[src/rtl/y86_pkg.sv]
// Y86-64 shared definitions: instruction codes, encoder state type and instruction length lookup.
`default_nettype none
package y86_pkg;

  localparam logic [3:0] I_HALT   = 4'h0;
  localparam logic [3:0] I_NOP    = 4'h1;
  localparam logic [3:0] I_RRMOVQ = 4'h2;
  localparam logic [3:0] I_IRMOVQ = 4'h3;
  localparam logic [3:0] I_RMMOVQ = 4'h4;
  localparam logic [3:0] I_MRMOVQ = 4'h5;
  localparam logic [3:0] I_OPQ    = 4'h6;
  localparam logic [3:0] I_JXX    = 4'h7;
  localparam logic [3:0] I_CALL   = 4'h8;
  localparam logic [3:0] I_RET    = 4'h9;
  localparam logic [3:0] I_PUSHQ  = 4'hA;
  localparam logic [3:0] I_POPQ   = 4'hB;

  typedef enum logic [0:0] {
    ST_IDLE = 1'b0,
    ST_EMIT = 1'b1
  } enc_state_t;

  // Encoded length in bytes; 0 marks an undefined icode.
  function automatic logic [3:0] icode_len(input logic [3:0] icode);
    logic [3:0] len;
    len = 4'd0;
    case (icode)
      I_HALT, I_NOP, I_RET:                 len = 4'd1;
      I_RRMOVQ, I_OPQ, I_PUSHQ, I_POPQ:     len = 4'd2;
      I_JXX, I_CALL:                        len = 4'd9;
      I_IRMOVQ, I_RMMOVQ, I_MRMOVQ:         len = 4'd10;
      default:                              len = 4'd0;
    endcase
    return len;
  endfunction

endpackage
`default_nettype wire

[src/rtl/instr_len.sv]
// Combinational icode -> instruction length decoder.
`default_nettype none
module instr_len
  import y86_pkg::*;
(
  input  logic [3:0] icode,
  output logic [3:0] len,
  output logic       valid
);

  assign len   = icode_len(icode);
  assign valid = (len != 4'd0);

endmodule
`default_nettype wire

[src/rtl/instr_encoder.sv]
// Y86-64 instruction encoder: turns one descriptor into a byte-write stream
// toward instruction memory and tracks the next-PC write pointer.
`default_nettype none
module instr_encoder
  import y86_pkg::*;
#(
  parameter logic [63:0] IMEM_TOP = 64'd2047
) (
  input  logic        clk,
  input  logic        rst,
  input  logic        in_valid,
  output logic        in_ready,
  input  logic [3:0]  icode,
  input  logic [3:0]  ifun,
  input  logic [3:0]  rA,
  input  logic [3:0]  rB,
  input  logic [63:0] valC,
  input  logic        base_load,
  input  logic [63:0] base_addr,
  output logic        out_valid,
  input  logic        out_ready,
  output logic [63:0] out_addr,
  output logic [7:0]  out_data,
  output logic        out_last,
  output logic [63:0] wr_ptr,
  output logic        busy,
  output logic        inst_err,
  output logic        addr_err
);

  enc_state_t  state;
  logic [3:0]  len_q;
  logic [3:0]  idx;
  logic [3:0]  ra_q;
  logic [3:0]  rb_q;
  logic [63:0] valc_q;

  logic [3:0]  len;
  logic        len_ok;
  logic [64:0] end_addr;
  logic        range_err;
  logic [3:0]  idx_nxt;
  logic [2:0]  vidx;
  logic [7:0]  nxt_byte;

  instr_len u_len (
    .icode (icode),
    .len   (len),
    .valid (len_ok)
  );

  // 65-bit sum so a pointer near the top of the address space cannot wrap past the check.
  assign end_addr  = {1'b0, wr_ptr} + {61'd0, len} - 65'd1;
  assign range_err = (end_addr > {1'b0, IMEM_TOP});

  assign in_ready = ~rst & (state == ST_IDLE) & ~base_load;
  assign busy     = (state == ST_EMIT);
  assign idx_nxt  = idx + 4'd1;

  // valC starts at byte 2 for 10-byte forms and at byte 1 for 9-byte forms, MSB first.
  always_comb begin
    vidx     = (len_q == 4'd10) ? 3'(idx_nxt - 4'd2) : 3'(idx_nxt - 4'd1);
    nxt_byte = valc_q[{3'd7 - vidx, 3'b000} +: 8];
    if (idx_nxt == 4'd1 && (len_q == 4'd2 || len_q == 4'd10))
      nxt_byte = {ra_q, rb_q};
  end

  always_ff @(posedge clk or posedge rst) begin
    if (rst) begin
      state     <= ST_IDLE;
      wr_ptr    <= '0;
      out_valid <= 1'b0;
      out_last  <= 1'b0;
      out_addr  <= '0;
      out_data  <= '0;
      inst_err  <= 1'b0;
      addr_err  <= 1'b0;
      len_q     <= '0;
      idx       <= '0;
      ra_q      <= '0;
      rb_q      <= '0;
      valc_q    <= '0;
    end else begin
      inst_err <= 1'b0;
      addr_err <= 1'b0;
      case (state)
        ST_IDLE: begin
          if (base_load) begin
            wr_ptr <= base_addr;
          end else if (in_valid) begin
            if (!len_ok) begin
              inst_err <= 1'b1;
            end else if (range_err) begin
              addr_err <= 1'b1;
            end else begin
              state     <= ST_EMIT;
              len_q     <= len;
              idx       <= 4'd0;
              ra_q      <= rA;
              rb_q      <= rB;
              valc_q    <= valC;
              out_valid <= 1'b1;
              out_addr  <= wr_ptr;
              out_data  <= {icode, ifun};
              out_last  <= (len == 4'd1);
            end
          end
        end
        ST_EMIT: begin
          if (out_valid && out_ready) begin
            if (out_last) begin
              state     <= ST_IDLE;
              out_valid <= 1'b0;
              out_last  <= 1'b0;
              wr_ptr    <= wr_ptr + {60'd0, len_q};
            end else begin
              idx      <= idx_nxt;
              out_addr <= out_addr + 64'd1;
              out_data <= nxt_byte;
              out_last <= (idx_nxt == len_q - 4'd1);
            end
          end
        end
        default: state <= ST_IDLE;
      endcase
    end
  end

endmodule
`default_nettype wire

[config.mk]
export PLATFORM = sky130hd
export DESIGN_NAME = instr_encoder
export DESIGN_NICKNAME = d
export VERILOG_FILES = /design/src/rtl/y86_pkg.sv /design/src/rtl/instr_len.sv /design/src/rtl/instr_encoder.sv
export SDC_FILE = /design/constraint.sdc
export NUM_CORES = 1
export LEC_CHECK = 0
export CORE_UTILIZATION = 25
export CTS_CLUSTER_DIAMETER = 30
export DETAILED_ROUTE_END_ITERATION = 6
export GPL_ROUTABILITY_DRIVEN = 0
export GPL_TIMING_DRIVEN = 0
export PLACE_DENSITY_LB_ADDON = 0.05
export REMOVE_ABC_BUFFERS = 1
export SKIP_CTS_REPAIR_TIMING = 1
export SLEW_MARGIN = 20
export SYNTH_ARGS = -nofsm -noshare
export SYNTH_HDL_FRONTEND = slang
export SYNTH_SLANG_ARGS = --single-unit
[constraint.sdc]
create_clock -name clk -period 14.4 [get_ports clk]
set_input_delay 2.16 -clock clk [delete_from_list [all_inputs] [get_ports clk]]
set_output_delay 2.16 -clock clk [all_outputs]
set_load 0.05 [all_outputs]
==> results of run 1 <==
cell type report:
cell class              count  share of cell area (%)
clock inverters            27                    1.78
well taps                 940                    4.74
flip-flops and latches    220                    22.2
clock buffers             132                    10.3
repair buffers            320                    13.6
multi-input cells        1685                    45.6
inverters                 110                    1.70
flip-flops by register name (all words and copies together), names as in the netlist:
signal	cells
len_q	3
wr_ptr	64
out_valid	1
busy	1
ra_q	4
addr_err	1
inst_err	1
out_data	8
valc_q	64
rb_q	4
out_addr	64
out_last	1
idx	4
cells in the final DEF (no fill, tap or decap), types with 15 or more instances in the layout:
cell               n
inv_1            108
o21a_1            24
nor4_1            15
mux2_2            88
clkbuf_16         88
a22oi_1           21
mux4_2            16
o22ai_1           65
dfrtp_1          219
and4_1            16
nor2_1           113
and3_1            23
a21oi_1          274
nand2_1          235
nand3_1           96
a21o_1            19
nor3_1            30
ha_1             130
o21ai_0          159
clkbuf_8          20
nand4_1           64
clkbuf_1          24
clkdlybuf4s50_1  290
mux2i_1           33
power by group through the flow:
stage	clock network, mW	logic (mW)	registers, mW
after detailed placement	0	0.645	0.694
after CTS	1.91	0.649	0.686
after global routing	1.95	0.711	0.689
final	1.87	0.652	0.684
after global placement	0	0.644	0.694
after floorplan	0	0.361	0.731
worst max-delay path by stage:
stage,from,endpoint,depth (start not counted)
2_1_floorplan,icode[0],idx[2],20
3_3_place_gp,busy,wr_ptr[30],6
3_5_place_dp,icode[1],out_addr[54],26
4_1_cts,icode[1],out_addr[54],26
5_1_grt,icode[1],out_addr[54],26
6_report,icode[1],out_addr[54],25
synthesized netlist by cell type (8+ instances only):
library cell  count  area, sq um
clkbuf_1         76          285
ha_1            130         1630
or2_2             9         56.3
buf_2            27          135
buf_4            15          113
a21o_1           19          143
or3_1            14         87.6
nand2_1         237          890
nor4_1           18          113
xor2_1           14          123
o31ai_1          10         75.1
nor2_1          113          424
a21oi_1         274         1370
and3_1           23          144
o21ai_0         159          796
and4_1           16          140
nand2b_1          8         50.1
buf_1            10         37.5
nor3_1           30          150
o21a_1           24          180
mux2i_1          33          330
mux2_2           88          991
o22ai_1          65          407
and2_1           11         68.8
xnor2_1          16          140
o21ai_1          10         50.1
dfrtp_1         220         5510
nor2b_1           9         56.3
nand4_1          64          400
mux4_2           16          360
a211oi_1          9         67.6
a31oi_1          11         68.8
inv_1           109          409
o211ai_1         11         82.6
nand3_1          96          480
a22oi_1          21          158
through the flow:
stage	setup TNS, ns	std cells	utilization, %
2_1_floorplan	0	2015	-
3_3_place_gp	-133.05	3245	30.3
3_5_place_dp	0	3275	31.1
4_1_cts	0	3434	35.4
5_1_grt	0	3434	35.4
6_report	0	3434	35.4
worst max-delay path, stage by stage:
cell and delay [ns]:
clkdlybuf4s50_1 0.57, nand2_1 0.10, nor2_1 0.29, a21oi_1 0.19, ha_1 0.21, inv_1 0.05, ha_1 0.22, inv_1 0.07
fa_1 0.40, o21bai_1 0.25, a21oi_1 0.18, a211oi_2 0.59, o2111ai_1 0.33, nand3_1 0.20, o211ai_1 0.13, nor4_1 0.44
nand4_1 0.51, o31ai_4 0.69, buf_8 0.23, buf_6 0.19, buf_6 0.21, buf_6 0.21, buf_6 0.21, a21boi_1 0.18
o22a_1 0.15
cell families after synthesis:
group	share of synthesized area [%]
AO/OA/AOI/OAI	24.7
XOR/XNOR	1.48
adder cells (fa/ha/maj)	9.40
buffers and inverters	5.55
flip-flops	31.0
multiplexers	9.61
AND/OR/NAND/NOR	18.3
per-layer routing:
layer / global-route usage [%] / vias to the layer above / routed length (um)
met4: 7.34 / 16 / 2350
met3: 5.40 / 149 / 4730
li1: - / 8543 / -
met5: 0 / - / 107
met2: 31.2 / 535 / 32400
met1: 25.3 / 8513 / 31400
==> reports/results.ini, run 1 <==
[drt]
drcViolationCount = 0
antenna_left = 0
dr.pass1.iters = 5
drt-initial-drc-count = 1173
wl_mm = 71.1
wl_per_cell_um = 20.7
viasPerCell = 5.17
num_vias = 17800

[floorplanning]
design.die.area_sq_um = 72000
core_sq_um = 70100
initial_core_util_pct = 25.3
ios = 291
fp-row-count = 97
fp.dieW_um = 268
die_h_um = 268

[clocking]
clk_pin_slew_ns = 0.04
htree_levels = 3
cts_buffers = 87
cts_root_buf = clkbuf_16
cts_tree = done
clock-sinks = 220
cts_buffer_depth = 3
clock_latency_ns = 0.64

[timing]
tightest_slew_ns = 1.06
fin_crit_sh_pct = 59.1
skew_ns = 0.0491
relSlewSlack_pct = 28.8
maxSlewViolCount = 0
hold_ws_ns = 0.478
clock.fmax_mhz = 118
setup_viol = 0
rsz0062_at_grt = false
hold_violations = 0
setup_ws_ns = 5.90
layout_min_cycle_time_ns = 8.50

[power]
power.leakage_nw = 10.4
p_int_mw = 2.21
powerDensity_nw_per_um2 = 129
seqPwrFrac_pct = 21.3
swShare_pct = 30.9
clkPwrFrac_pct = 58.4
vdd_drop_max_v = 0.0000923
power_mw = 3.21
pwr-share-comb_pct = 20.3
switching_power_mw = 0.993

[flow_run]
maxCapViolations = 0

[synth]
synthCells = 2143
synth_cell_type_count = 91
yosysWarnings = 0
synth.avg_cell_area_sq_um = 8.28
netlist_area_sq_um = 17700
synth_edf_count = 0
async_reset_ff_share_pct = 100
ys_ff_latch = 220
synth-seq-area-share_pct = 31.0
synthFlopType = dfrtp_1

[critical_path]
worstPathMaxFanout = 19
crit_arrival_ns = 9.04
cp-start-kind = primary input
required_ns = 14.94
rr_endpoint = out_addr[54]
reg2reg_depth = 19
reg2reg_from = wr_ptr[21]
reg2reg_slack_ns = 8.05
critPathKind = in -> reg
end_kind = flip-flop

[outcome]
status = completed

[grt]
grt.total_usage_pct = 19.6
grt_max_degree = 88
grt.overflow.total = 0
antenna_found_initial = 8
grt_pass1_vias = 17800
grt_pass1_wl_mm = 108

[hold_path]
min_to = valc_q[0]
min_path_cells = 1
holdCritPathClass = reg -> reg
hp-start = valc_q[0]

[finish]
drive_gt1_share_pct = 12.5
ff_latch_area_sq_um = 5510
diodes = 0
multi_input_area_sq_um = 11300
fill_cells = 7334
syn2layout_area_growth_pct = 40.0
final_net_count = 2705
final_area_sq_um = 24800

[placement]
dp_hpwl_mm = 54.2
port_buffers = 290
dpl_cell_area_sq_um = 21800
pre_cts_ws_ns = 5.40

Note: power is estimated with default switching activity, not from simulation.
==> inputs of run 2 (changes only) <==
==> constraint.sdc (replaced) <==
create_clock -name clk -period 8.6 [get_ports clk]
set_input_delay 1.29 -clock clk [delete_from_list [all_inputs] [get_ports clk]]
set_output_delay 1.29 -clock clk [all_outputs]
set_load 0.05 [all_outputs]
==> results of run 2 <==
The final DEF is identical to that of run 1. Status: completed.
Among the figures that moved: setup slack after placement 5.40 ns -> 0.472 ns; setup slack after layout 5.90 ns -> 0.966 ns; register-to-register setup slack 8.05 ns -> 2.25 ns; total power 3.21 mW -> 5.37 mW; worst IR drop on VDD 0.0000923 V -> 0.000155 V
==> inputs of run 3 (changes only) <==
==> constraint.sdc (replaced) <==
create_clock -name clk -period 7.21 [get_ports clk]
set_input_delay 1.0815 -clock clk [delete_from_list [all_inputs] [get_ports clk]]
set_output_delay 1.0815 -clock clk [all_outputs]
set_load 0.05 [all_outputs]
==> run 3 against run 2 <==
  * Combinational power up 19%
  * Clock skew down 0.0011 ns
  * Register-to-register slack worse by 1.1 ns
  * Die area is the same
  * Critical path type unchanged
  * Highest routed layer unchanged
  * Global-route usage unchanged
  * Cell count hardly changed
  * Cell area about the same
  * Critical path depth did not move
==> reports/results.ini, run 3 (synthesized netlist as in run 1, its figures left out) <==
[outcome]
status = completed  ; unchanged

[clocking]
cts_buffer_depth = 3  ; unchanged
clock_latency_ns = 0.63  ; was 0.64 ns
clk_pin_slew_ns = 0.04  ; about the same
clock-sinks = 220  ; unchanged
cts_buffers = 87  ; unchanged
cts_tree = done  ; unchanged
cts_root_buf = clkbuf_16  ; unchanged
htree_levels = 3  ; unchanged

[timing]
fin_crit_sh_pct = 96.9
rsz0062_at_grt = false  ; unchanged
hold_violations = 0  ; unchanged
maxSlewViolCount = 0  ; unchanged
clock.fmax_mhz = 143
layout_min_cycle_time_ns = 6.99
fin_tns_setup_ns = 0  ; unchanged
skew_ns = 0.0480  ; was 0.0491 ns
relSlewSlack_pct = 21.2  ; was 28.8%
setup_viol = 0  ; unchanged
tightest_slew_ns = 1.17  ; was 1.06 ns

[finish]
syn2layout_area_growth_pct = 40.1  ; was 40.0%
mostFrequentLayoutCells = 290 x clkdlybuf4s50_1, 274 x a21oi_1, 235 x nand2_1, 219 x dfrtp_1, 159 x o21ai_0  ; unchanged
drive_gt1_share_pct = 12.6  ; was 12.5%
final_common_cell = clkdlybuf4s50_1  ; unchanged
final_net_count = 2707  ; was 2,705
top_regs = out_addr (64), valc_q (64), wr_ptr (64)  ; unchanged
diodes = 0  ; unchanged
fill_cells = 7334  ; unchanged
final_area_sq_um = 24800  ; about the same
fin_util_pct = 35.4  ; about the same

[power]
vdd_drop_max_v = 0.000185  ; was 0.000155 V
power.leakage_nw = 10.4  ; about the same
power_mw = 6.41  ; was 5.37 mW
powerDensity_nw_per_um2 = 258  ; was 216 nW/um^2

[grt]
grt.overflow.total = 0  ; unchanged
antenna_found_initial = 8  ; unchanged
grt_pass1_wl_mm = 108  ; unchanged
grt.total_usage_pct = 19.6  ; unchanged
grt_pass1_vias = 17800  ; unchanged
grt_max_degree = 88  ; unchanged

[critical_path]
crit_slowest_cell = a211oi_2  ; was o31ai_4
worstPathMaxFanout = 19  ; unchanged
reg2reg_from = wr_ptr[21]  ; unchanged
reg2reg_slack_ns = 1.16  ; was 2.25 ns
required_ns = 7.75  ; was 9.14 ns
cp_num_cells = 25  ; unchanged
crit_arrival_ns = 7.53  ; was 8.17 ns
reg2reg_depth = 19  ; unchanged
crit_buf_inv = 8  ; unchanged
cp-start-kind = primary input  ; unchanged
rr_endpoint = out_addr[54]  ; unchanged
critPathMaxStageDelay_ns = 0.59  ; was 0.69 ns
critPathKind = in -> reg  ; unchanged
critical_path.top_delay_family = compound AO/OA/AOI/OAI gates  ; unchanged
crit_path_frequent_cell = buf_6  ; unchanged
end_kind = flip-flop  ; unchanged

[drt]
drcViolationCount = 0  ; unchanged
wl_mm = 71.0  ; was 71.1 mm
wl_per_cell_um = 20.7  ; about the same
num_vias = 17800  ; about the same
dr.pass1.iters = 6  ; was 5
antenna_left = 0  ; unchanged
viasPerCell = 5.17  ; about the same
drt-initial-drc-count = 1058  ; was 1,173

[placement]
dpl_cell_area_sq_um = 21800  ; unchanged
port_buffers = 290  ; unchanged
dp_hpwl_mm = 54.2  ; unchanged

[hold_path]
hp-start = valc_q[0]  ; unchanged
min_path_cells = 1  ; unchanged
min_to = valc_q[0]  ; unchanged
holdCritPathClass = reg -> reg  ; unchanged

[floorplanning]
initial_core_util_pct = 25.3  ; unchanged
design.die.area_sq_um = 72000  ; unchanged
ios = 291  ; unchanged
fp-row-count = 97  ; unchanged
core_sq_um = 70100  ; unchanged
die_h_um = 268  ; unchanged
fp.dieW_um = 268  ; unchanged

[flow_run]
maxCapViolations = 0  ; unchanged

[run 3: layer usage]
| metal | GRT usage, % | vias up | part of all wire, % |
|---|---|---|---|
| li1 | - | 8549 | - |
| met1 | 25.3 | 8547 | 44 |
| met2 | 31.2 | 518 | 46 |
| met3 | 5.40 | 147 | 6.7 |
| met4 | 7.34 | 16 | 3.3 |
| met5 | 0 | - | 0.15 |
[run 3: area by class of cell]
type,instances,area [sq um],area share (%)
clock inverters,27,443,1.78
flip-flops and latches,220,5510,22.2
clock buffers,132,2570,10.3
inverters,110,422,1.70
well taps,940,1180,4.73
multi-input cells,1685,11300,45.6
repair buffers,322,3400,13.7
[run 3: worst max path at each step]
stage,from,endpoint,slack (ns)
2_1_floorplan,busy,wr_ptr[30],-3.05
3_3_place_gp,busy,wr_ptr[30],-9.87
3_5_place_dp,icode[1],out_addr[54],-0.71
4_1_cts,icode[1],out_addr[54],-0.13
5_1_grt,icode[1],out_addr[54],0.03
6_report,icode[1],out_addr[54],0.22
[run 3: through the flow]
stage	hold WS, ns	worst slack [ns]	std cells
detailed placement	0.475	-0.709	3275
floorplan	0.453	-3.05	2015
finish	0.478	0.221	3436
global route	0.507	0.0276	3436
global placement	0.477	-9.87	3245
CTS	0.484	-0.129	3434
[run 3: report_power, final]
part           internal [mW]  leakage, nW  switching (mW)
clock network           2.68         1.47            1.06
registers               1.27         2.87          0.0932
logic                  0.469         6.09           0.833
